[config.mk]
export PLATFORM = sky130hd
export DESIGN_NAME = scanner_input_conditioner
export DESIGN_NICKNAME = d
export VERILOG_FILES = /design/src/rtl/scanner_pkg.sv /design/src/rtl/debounce_channel.sv /design/src/rtl/scanner_input_conditioner.sv
export SDC_FILE = /design/constraint.sdc
export NUM_CORES = 1
export LEC_CHECK = 0
export ABC_AREA = 0
export ABC_CLOCK_PERIOD_IN_PS = 4500
export CAP_MARGIN = 40
export CORE_UTILIZATION = 45
export DETAILED_ROUTE_END_ITERATION = 8
export DONT_BUFFER_PORTS = 1
export SLEW_MARGIN = 20
export SYNTH_ARGS = -nofsm -noshare
export SYNTH_HDL_FRONTEND = slang
export SYNTH_HIERARCHICAL = 1
export SYNTH_SLANG_ARGS = --single-unit
[constraint.sdc]
create_clock -name clk -period 4.5 [get_ports clk]
set_input_delay 0.675 -clock clk [delete_from_list [all_inputs] [get_ports clk]]
set_output_delay 0.675 -clock clk [all_outputs]
set_load 0.02 [all_outputs]
[src/rtl/scanner_pkg.sv]
// Shared encodings for the scanner front end: channel FSM states, command bit
// indices and the scanner/comm state encodings used downstream.
package scanner_pkg;

    typedef enum logic [1:0] {
        RELEASED     = 2'd0,
        PRESS_WAIT   = 2'd1,
        PRESSED      = 2'd2,
        RELEASE_WAIT = 2'd3
    } chan_state_e;

    localparam int unsigned CMD_WAKE     = 0;
    localparam int unsigned CMD_TRANSFER = 1;
    localparam int unsigned CMD_SCAN     = 2;
    localparam int unsigned CMD_W        = 3;

    // Bit layout of the userInput bus as seen by the scanner
    typedef struct packed {
        logic scan;
        logic transfer;
        logic wake;
    } user_cmd_t;

    typedef enum logic [1:0] {
        SCN_SLEEP    = 2'd0,
        SCN_IDLE     = 2'd1,
        SCN_SCANNING = 2'd2,
        SCN_TRANSFER = 2'd3
    } scanner_state_e;

    typedef enum logic [1:0] {
        COMM_IDLE     = 2'd0,
        COMM_SEND     = 2'd1,
        COMM_WAIT_ACK = 2'd2,
        COMM_DONE     = 2'd3
    } comm_state_e;

endpackage

[src/rtl/debounce_channel.sv]
// One button channel: two-flop synchroniser, saturating debounce counter and
// press/release FSM. Optional auto-repeat when SCANNER_AUTO_REPEAT_EN is defined.
module debounce_channel
    import scanner_pkg::*;
#(
    parameter int unsigned DEBOUNCE_CYCLES = 4,
    parameter int unsigned CNT_W           = 8
`ifdef SCANNER_AUTO_REPEAT_EN
    ,
    parameter int unsigned REPEAT_CYCLES   = 16
`endif
) (
    input  logic clk,
    input  logic rst_n,
    input  logic key_n_i,
    output logic held_o,
    output logic accept_c_o
);

    localparam logic [CNT_W-1:0] CNT_MAX  = {CNT_W{1'b1}};
    localparam logic [CNT_W-1:0] CNT_LAST = CNT_W'(DEBOUNCE_CYCLES - 1);

`ifdef SCANNER_AUTO_REPEAT_EN
    localparam int unsigned      RPT_W    = (REPEAT_CYCLES > 1) ? $clog2(REPEAT_CYCLES) : 1;
    localparam logic [RPT_W-1:0] RPT_LAST = RPT_W'(REPEAT_CYCLES - 1);

    logic [RPT_W-1:0] rpt_q;
    logic [RPT_W-1:0] rpt_d;
`endif

    logic [1:0]       sync_q;
    chan_state_e      state_q;
    chan_state_e      state_d;
    logic [CNT_W-1:0] cnt_q;
    logic [CNT_W-1:0] cnt_d;
    logic [CNT_W-1:0] cnt_inc_c;
    logic             held_q;
    logic             held_d;
    logic             level_c;
    logic             accept_c;

    // Flops hold the raw active-low level; reset value 1 means released
    always_ff @(posedge clk or negedge rst_n) begin
        if (!rst_n) begin
            sync_q <= 2'b11;
        end else begin
            sync_q <= {sync_q[0], key_n_i};
        end
    end

    assign level_c   = ~sync_q[1];
    assign cnt_inc_c = (cnt_q == CNT_MAX) ? cnt_q : cnt_q + CNT_W'(1);

    always_ff @(posedge clk or negedge rst_n) begin
        if (!rst_n) begin
            state_q <= RELEASED;
            cnt_q   <= '0;
            held_q  <= 1'b0;
`ifdef SCANNER_AUTO_REPEAT_EN
            rpt_q   <= '0;
`endif
        end else begin
            state_q <= state_d;
            cnt_q   <= cnt_d;
            held_q  <= held_d;
`ifdef SCANNER_AUTO_REPEAT_EN
            rpt_q   <= rpt_d;
`endif
        end
    end

    // The sample that moves a channel into a wait state counts as the first
    // stable sample, so acceptance happens when the incremented count hits the last.
    always_comb begin
        state_d  = state_q;
        cnt_d    = cnt_q;
        held_d   = held_q;
        accept_c = 1'b0;
`ifdef SCANNER_AUTO_REPEAT_EN
        rpt_d    = '0;
`endif
        case (state_q)
            RELEASED: begin
                if (level_c) begin
                    state_d = PRESS_WAIT;
                    cnt_d   = '0;
                end
            end
            PRESS_WAIT: begin
                if (!level_c) begin
                    state_d = RELEASED;
                    cnt_d   = '0;
                end else if (cnt_inc_c == CNT_LAST) begin
                    state_d  = PRESSED;
                    cnt_d    = '0;
                    held_d   = 1'b1;
                    accept_c = 1'b1;
                end else begin
                    cnt_d = cnt_inc_c;
                end
            end
            PRESSED: begin
                if (!level_c) begin
                    state_d = RELEASE_WAIT;
                    cnt_d   = '0;
                end
`ifdef SCANNER_AUTO_REPEAT_EN
                else if (rpt_q == RPT_LAST) begin
                    accept_c = 1'b1;
                end else begin
                    rpt_d = rpt_q + RPT_W'(1);
                end
`endif
            end
            RELEASE_WAIT: begin
                if (level_c) begin
                    state_d = PRESSED;
                    cnt_d   = '0;
                end else if (cnt_inc_c == CNT_LAST) begin
                    state_d = RELEASED;
                    cnt_d   = '0;
                    held_d  = 1'b0;
                end else begin
                    cnt_d = cnt_inc_c;
                end
            end
            default: begin
                state_d = RELEASED;
                cnt_d   = '0;
                held_d  = 1'b0;
            end
        endcase
    end

    assign held_o     = held_q;
    assign accept_c_o = accept_c;

endmodule

[src/rtl/scanner_input_conditioner.sv]
// Button front end for the scanner: per-channel debounce plus a fixed-priority
// one-pulse-per-cycle arbiter. Auto-repeat compiled in with SCANNER_AUTO_REPEAT_EN.
module scanner_input_conditioner
    import scanner_pkg::*;
#(
    parameter int unsigned N_INPUTS        = 3,
    parameter int unsigned DEBOUNCE_CYCLES = 4,
    parameter int unsigned CNT_W           = 8,
    parameter int unsigned REPEAT_CYCLES   = 16
) (
    input  logic                clk,
    input  logic                reset,
    input  logic [N_INPUTS-1:0] key_n,
    output logic [N_INPUTS-1:0] userInput,
    output logic [N_INPUTS-1:0] held,
    output logic                busy
);

    // Elaboration-time parameter legality
    if (N_INPUTS < 1) begin : g_bad_inputs
        $error("scanner_input_conditioner: N_INPUTS must be at least 1");
    end
    if (DEBOUNCE_CYCLES < 2 || DEBOUNCE_CYCLES > 255) begin : g_bad_debounce
        $error("scanner_input_conditioner: DEBOUNCE_CYCLES must be 2..255");
    end
    if (CNT_W < 32 && 64'(DEBOUNCE_CYCLES - 1) >= (64'(1) << CNT_W)) begin : g_bad_cnt_w
        $error("scanner_input_conditioner: CNT_W too narrow for DEBOUNCE_CYCLES-1");
    end
    if (REPEAT_CYCLES < 1) begin : g_bad_repeat
        $error("scanner_input_conditioner: REPEAT_CYCLES must be at least 1");
    end

    logic [N_INPUTS-1:0] accept_c;
    logic [N_INPUTS-1:0] held_c;
    logic [N_INPUTS-1:0] pending_q;
    logic [N_INPUTS-1:0] pending_d;
    logic [N_INPUTS-1:0] grant_c;
    logic [N_INPUTS-1:0] remain_c;
    logic [N_INPUTS-1:0] user_input_q;
    logic                busy_q;

    for (genvar i = 0; i < N_INPUTS; i++) begin : g_ch
        debounce_channel #(
            .DEBOUNCE_CYCLES (DEBOUNCE_CYCLES),
            .CNT_W           (CNT_W)
`ifdef SCANNER_AUTO_REPEAT_EN
            ,
            .REPEAT_CYCLES   (REPEAT_CYCLES)
`endif
        ) u_ch (
            .clk        (clk),
            .rst_n      (reset),
            .key_n_i    (key_n[i]),
            .held_o     (held_c[i]),
            .accept_c_o (accept_c[i])
        );
    end

    // Lowest-index pending bit wins; x & -x isolates it
    assign grant_c   = pending_q & (~pending_q + N_INPUTS'(1));
    assign remain_c  = pending_q & ~grant_c;
    assign pending_d = remain_c | accept_c;

    always_ff @(posedge clk or negedge reset) begin
        if (!reset) begin
            pending_q    <= '0;
            user_input_q <= '0;
            busy_q       <= 1'b0;
        end else begin
            pending_q    <= pending_d;
            user_input_q <= grant_c;
            busy_q       <= |remain_c;
        end
    end

    assign userInput = user_input_q;
    assign held      = held_c;
    assign busy      = busy_q;

endmodule

==> results of run 1 <==
==> per-stage QoR <==
| step | std cells | area (um^2) | hold slack, ns |
|---|---|---|---|
| after floorplan | 253 | 2454 | 0.3452 |
| after global placement | 317 | 2496 | 0.3453 |
| after detailed placement | 317 | 2496 | 0.3470 |
| after CTS | 325 | 2590 | 0.05155 |
| after global routing | 325 | 2590 | 0.03775 |
| final | 325 | 2590 | 0.06615 |
==> kinds of logic after synthesis <==
| family | count (synthesis) | synth area share (%) |
|---|---|---|
| AO/OA/AOI/OAI | 74 | 20.60 |
| XOR/XNOR | 3 | 1.071 |
| adder cells (fa/ha/maj) | 4 | 1.989 |
| buffers and inverters | 6 | 1.836 |
| flip-flops | 46 | 47.22 |
| multiplexers | 6 | 2.448 |
| AND/OR/NAND/NOR | 114 | 24.83 |
==> flip-flops by register name (all words and copies together), names as in the netlist, named ones only <==
name,count
g_ch.u_ch/state_q,3
userInput,3
pending_q,3
g_ch.u_ch/held_o,3
g_ch.u_ch/sync_q,6
busy,1
g_ch.u_ch/cnt_q,24
==> layout make-up <==
type / instances / area, um^2 / area share, %
clock buffers: 5 / 68.82 / 2.657
multi-input cells: 201 / 1250 / 48.26
well taps: 70 / 87.58 / 3.382
flip-flops and latches: 46 / 1159 / 44.73
clock inverters: 3 / 25.02 / 0.9662
==> synth_stat cells (all sizes together) (4+ instances only) <==
cell,instances
and3,12
and2,6
nand2b,4
nand2,18
dfrtp,40
dfstp,6
nor2,30
o311a,6
o21ai,7
nand3,15
a31oi,6
mux2i,6
nor3,15
nor3b,4
a21oi,27
o31ai,6
==> routing by layer <==
layer	GRT usage [%]	vias to the layer above
met5	0	-
met4	6.173	0
met3	3.968	2
met2	27.53	25
met1	26.08	883
li1	-	949
==> worst max-delay path by stage <==
stage | startpoint | end | slack (ns)
final | g_ch[0].u_ch/cnt_q[0] | g_ch[0].u_ch/held_o | 2.57
after global placement | g_ch[1].u_ch/cnt_q[0] | g_ch[1].u_ch/held_o | 2.64
after floorplan | g_ch[0].u_ch/cnt_q[0] | g_ch[0].u_ch/held_o | 2.73
after global routing | g_ch[1].u_ch/cnt_q[0] | g_ch[1].u_ch/held_o | 2.39
after detailed placement | g_ch[0].u_ch/cnt_q[0] | g_ch[0].u_ch/held_o | 2.61
after CTS | g_ch[0].u_ch/cnt_q[0] | g_ch[0].u_ch/held_o | 2.58
==> power by group <==
| group | switching (W) | internal [W] |
|---|---|---|
| Sequential | 0.0000840 | 0.000479 |
| Clock | 0.000148 | 0.000112 |
| Combinational | 0.000236 | 0.000160 |
==> flow_summary.json, run 1 <==
{
  "outcome": "finished clean",
  "synth_edf_count": 0,
  "clk_latency_ns": 0.29,
  "cts.sink_count": 46,
  "avgRoutedWirePerCell_um": 14.44,
  "ys_seq_area_share_pct": 47.22,
  "path_class": "register to register",
  "syn_inst": 253,
  "rsz0062_at_grt": "no",
  "relSlewSlack_pct": 62.65,
  "ys_ff_latch": 46,
  "gp_congestion": 0.8094,
  "layout_setup_ws_ns": 2.566,
  "dpl.hpwl_um": 3237,
  "layout_common_cells": "40 x dfrtp_1, 30 x nor2_1, 27 x a21oi_1",
  "hold_class": "primary input to async pin",
  "syn_avg_cell_area_um2": 9.698,
  "cpPeakStageDelay_ns": 0.45,
  "gr-total-overflow": 0,
  "drt-met1-wl_um": 2400,
  "topRoutingLayerUsed": "met4",
  "synth_area_leaders": "dfrtp_1 41%, dfstp_2 6.4%, a21oi_1 5.5%",
  "met3_length_um": 146,
  "grt_max_degree": 47,
  "fin_nets": 262,
  "die_w_um": 75.84,
  "cap_violations": 0,
  "syn_area_um2": 2454,
  "die_y_um": 75.84,
  "grt_pass1_vias": 1651,
  "diodes": 0,
  "drt_pass1_iterations": 4,
  "tightestPinTransition_ns": 0.5582,
  "route.vias.total": 1859,
  "ys.flop_type": "dfrtp_1",
  "syn_nets": 261,
  "synth.top_cell.area_share_pct": 40.80,
  "slew_violations": 0,
  "synth_warnings": 6,
  "drive_above_1_share_pct": 12.16,
  "start_util_pct": 47.44,
  "crit_arrival_ns": 2.12,
  "cp_top_family": "compound AO/OA/AOI/OAI gates",
  "final_common_cell": "dfrtp_1",
  "via_per_inst": 5.720,
  "r2r-end": "g_ch[0].u_ch/held_o",
  "rows": 26,
  "finalPower_w": 0.001219,
  "reg2reg_setup_slack_ns": 2.57,
  "fin_crit_ns": 1.934,
  "cts.clk_slew.worst_paths_ns": 0.10,
  "synthDistinctLibCells": 35,
  "ff2ff_path_depth": 6,
  "cts_tree": "yes",
  "path_buf_inv": 0,
  "fin_tns_setup_ns": 0,
  "cts_hold_buf": 0,
  "antenna_found_initial": 0,
  "cts_buffers": 5,
  "cp_num_cells": 6,
  "finClkSkew_ns": 0.007595,
  "grt_pass1_wl_um": 7914,
  "postRouteAntennaNets": 0,
  "dieArea_um2": 5752,
  "crit_slowest_cell": "dfrtp_1",
  "h-tree-depth": 2,
  "fillers": 475,
  "grt_use_total_pct": 18.31,
  "post-route-util_pct": 50.07,
  "post_cts_buffers": 0,
  "cp_max_fo": 8,
  "root_buffer": "clkbuf_8",
  "pwr_density_cell_nw_per_um2": 470.5,
  "cts_buffer_depth": 2,
  "core_um2": 5172,
  "cts_resized": 0,
  "setup_viol": 0,
  "drcViolationCount": 0,
  "fin_crit_sh_pct": 42.99,
  "port_buffers": 0,
  "hold_violations": 0,
  "first_iter_violations": 115,
  "ir_drop_mv": 0.2831,
  "cp-end-kind": "register",
  "path_cells": "ha_1, nand2_1, nor3b_1, o311a_1, and3_1, a211o_1",
  "top_level_ports": 12,
  "async_flop_share_pct": 100.0,
  "p_leak_nw": 1.041,
  "synth_largest_area_cell": "dfrtp_1",
  "crit_path_start_kind": "register",
  "timing.rr.start": "g_ch[0].u_ch/cnt_q[0]",
  "fmax_ghz": 0.5169,
  "wl_met2_um": 2110,
  "areaGrowthSynthToFinish_pct": 5.558,
  "dp_slack_ns": 2.605,
  "required_ns": 4.69,
  "wirelength_um": 4692
}
Note: power is estimated with default switching activity, not from simulation.
==> run 2, diff against run 1 <==
--- a/config.mk
+++ b/config.mk
@@ -6,7 +6,7 @@
 export NUM_CORES = 1
 export LEC_CHECK = 0
 export ABC_AREA = 0
-export ABC_CLOCK_PERIOD_IN_PS = 4500
+export ABC_CLOCK_PERIOD_IN_PS = 1850
 export CAP_MARGIN = 40
 export CORE_UTILIZATION = 45
 export DETAILED_ROUTE_END_ITERATION = 8
==> constraint.sdc (replaced) <==
create_clock -name clk -period 1.85 [get_ports clk]
set_input_delay 0.2775 -clock clk [delete_from_list [all_inputs] [get_ports clk]]
set_output_delay 0.2775 -clock clk [all_outputs]
set_load 0.02 [all_outputs]
==> flow_summary.json, run 2 (synthesized netlist as in run 1, its figures left out) <==
{
  "outcome": "finished clean",
  "post_dp_cell_area_um2": 2601,
  "h-tree-depth": 2,
  "grt_pass1_wl_um": 8418,
  "fmax_ghz": 0.5668,
  "layout_common_cells": "38 x dfrtp_1, 30 x nor2_1, 27 x a21oi_1",
  "crit_slowest_cell": "dfrtp_1",
  "cts.sink_count": 46,
  "fin_crit_ns": 1.764,
  "ir_drop_mv": 0.7119,
  "core_um2": 5172,
  "fillers": 456,
  "avgRoutedWirePerCell_um": 14.35,
  "gr-total-overflow": 0,
  "postRouteAntennaNets": 0,
  "cts_tree": "yes",
  "drcViolationCount": 0,
  "diodes": 0,
  "relSlewSlack_pct": 73.52,
  "die_w_um": 75.84,
  "stdcell_count": 344,
  "cp_max_fo": 7,
  "post-route-util_pct": 54.98,
  "via_per_inst": 5.750,
  "path_class": "register to register",
  "cts_buffer_depth": 2,
  "wirelength_um": 4937,
  "post_cts_buffers": 0,
  "drive_above_1_share_pct": 21.53,
  "final_common_cell": "dfrtp_1",
  "grt_max_degree": 47,
  "slew_violations": 0,
  "cap_violations": 0,
  "required_ns": 2.03,
  "finClkSkew_ns": 0.007587,
  "path_cells": "nand3_4, nor3b_1, o311a_1, and3_1, a211o_1",
  "gp_congestion": 0.8513,
  "fin_crit_sh_pct": 95.36,
  "regMostFlops": "g_ch.u_ch/cnt_q",
  "tightestPinTransition_ns": 0.3972,
  "cp-end-kind": "register",
  "die_y_um": 75.84,
  "drt_pass1_iterations": 4,
  "setup_viol": 0,
  "rows": 26,
  "cts.clk_slew.worst_paths_ns": 0.08,
  "route.vias.total": 1978,
  "dieArea_um2": 5752,
  "hold_violations": 0,
  "hold_class": "register to register",
  "port_buffers": 0,
  "dp.cells": 331,
  "clk_latency_ns": 0.30,
  "antenna_found_initial": 0,
  "largest_register_ff_count": 24,
  "root_buffer": "clkbuf_8",
  "cts_buffers": 5,
  "areaGrowthSynthToFinish_pct": 15.91,
  "grt_use_total_pct": 19.26,
  "p_leak_nw": 1.167,
  "top_regs": "g_ch.u_ch/cnt_q: 24 flops, g_ch.u_ch/sync_q: 6 flops",
  "crit_path_start_kind": "register",
  "pwr_density_cell_nw_per_um2": 1157,
  "top_level_ports": 12,
  "start_util_pct": 47.44,
  "dpl.hpwl_um": 3327,
  "final_area_um2": 2844,
  "first_iter_violations": 96,
  "grt_pass1_vias": 1859,
  "cpPeakStageDelay_ns": 0.51,
  "fin_nets": 281,
  "crit_arrival_ns": 1.95
}
## run 2: cell count changes in the layout (fill, tap and decap cells not counted), sizes merged
cell         before  now
clkinv            1    2
bufinv            0    1
clkinvlp          1    0
buf               0   15
inv               1    0
dlygate4sd3       0    4
## run 2: path summary, 6_finish.rpt
check / start / end / slack (ns) / cells after the start
worst max-delay path: g_ch[1].u_ch/cnt_q[3] / g_ch[1].u_ch/held_o / 0.09 / 5
worst min-delay path: g_ch[1].u_ch/sync_q[0] / g_ch[1].u_ch/sync_q[1] / 0.36 / 0
worst max register to register: g_ch[1].u_ch/cnt_q[3] / g_ch[1].u_ch/held_o / 0.09 / 5
worst min register to register: g_ch[1].u_ch/sync_q[0] / g_ch[1].u_ch/sync_q[1] / 0.36 / 0
max in group asynchronous: reset / g_ch[1].u_ch/sync_q[0] / 1.10 / 2
min in group asynchronous: reset / g_ch[2].u_ch/cnt_q[5] / 0.47 / 2
## run 2: layout make-up
class	instances	area (um^2)	share of cell area, %
Timing Repair Buffer	19	172.7	6.071
Clock buffer	5	68.82	2.420
Sequential cell	46	1161	40.83
Clock inverter	3	40.04	1.408
Tap cell	70	87.58	3.080
Multi-Input combinational cell	201	1314	46.19
## run 2: power breakdown
part,total (W),internal (W),leakage [nW],switching (W)
logic,0.00122,0.000543,0.524,0.000676
clock network,0.000736,0.000398,0.0579,0.000338
registers,0.00134,0.00116,0.585,0.000173
total,0.00329,0.00210,1.17,0.00119
## run 2: layer usage
layer  global-route usage (%)  vias up  part of all wire, %
li1                         -      988                    -
met1                    25.86      958                   50
met2                    30.58       25                   46
met3                    4.365        7                  2.8
met4                    6.790        0                  1.1
met5                        0        -                    0
## run 2: critical path, delay by kind of cell (launching register included)
kind / cells / cell delay, ns
AO/OA/AOI/OAI: 2 / 0.62
flip-flops: 1 / 0.51
AND/OR/NAND/NOR: 3 / 0.52
## run 2: through the flow
stage          hold WS [ns]  setup TNS [ns]  total power (W)  worst slack [ns]
2_1_floorplan      -0.01809               0         0.002130           0.08127
3_3_place_gp       -0.01713               0         0.002454           0.07184
3_5_place_dp       -0.01692               0         0.002467           0.03387
4_1_cts              0.3602               0         0.003267           0.01882
5_1_grt              0.3615       -0.001580         0.003543         -0.001580
6_report             0.3578               0         0.003291           0.08583
## run 2: what timing repair did
action	in CTS	in global routing
endpoints found under the setup margin	0	7
endpoints found under the hold margin	49	0
hold buffers	5	0
resized for setup	0	15
==> run 3, diff against run 2 <==
--- a/config.mk
+++ b/config.mk
@@ -7,8 +7,9 @@
 export LEC_CHECK = 0
 export ABC_AREA = 0
 export ABC_CLOCK_PERIOD_IN_PS = 1850
-export CAP_MARGIN = 40
+export CAP_MARGIN = 20
 export CORE_UTILIZATION = 45
+export CTS_CLUSTER_DIAMETER = 100
 export DETAILED_ROUTE_END_ITERATION = 8
 export DONT_BUFFER_PORTS = 1
 export SLEW_MARGIN = 20
==> results of run 3 <==
Final layout, timing and power as in run 2 (identical DEF).
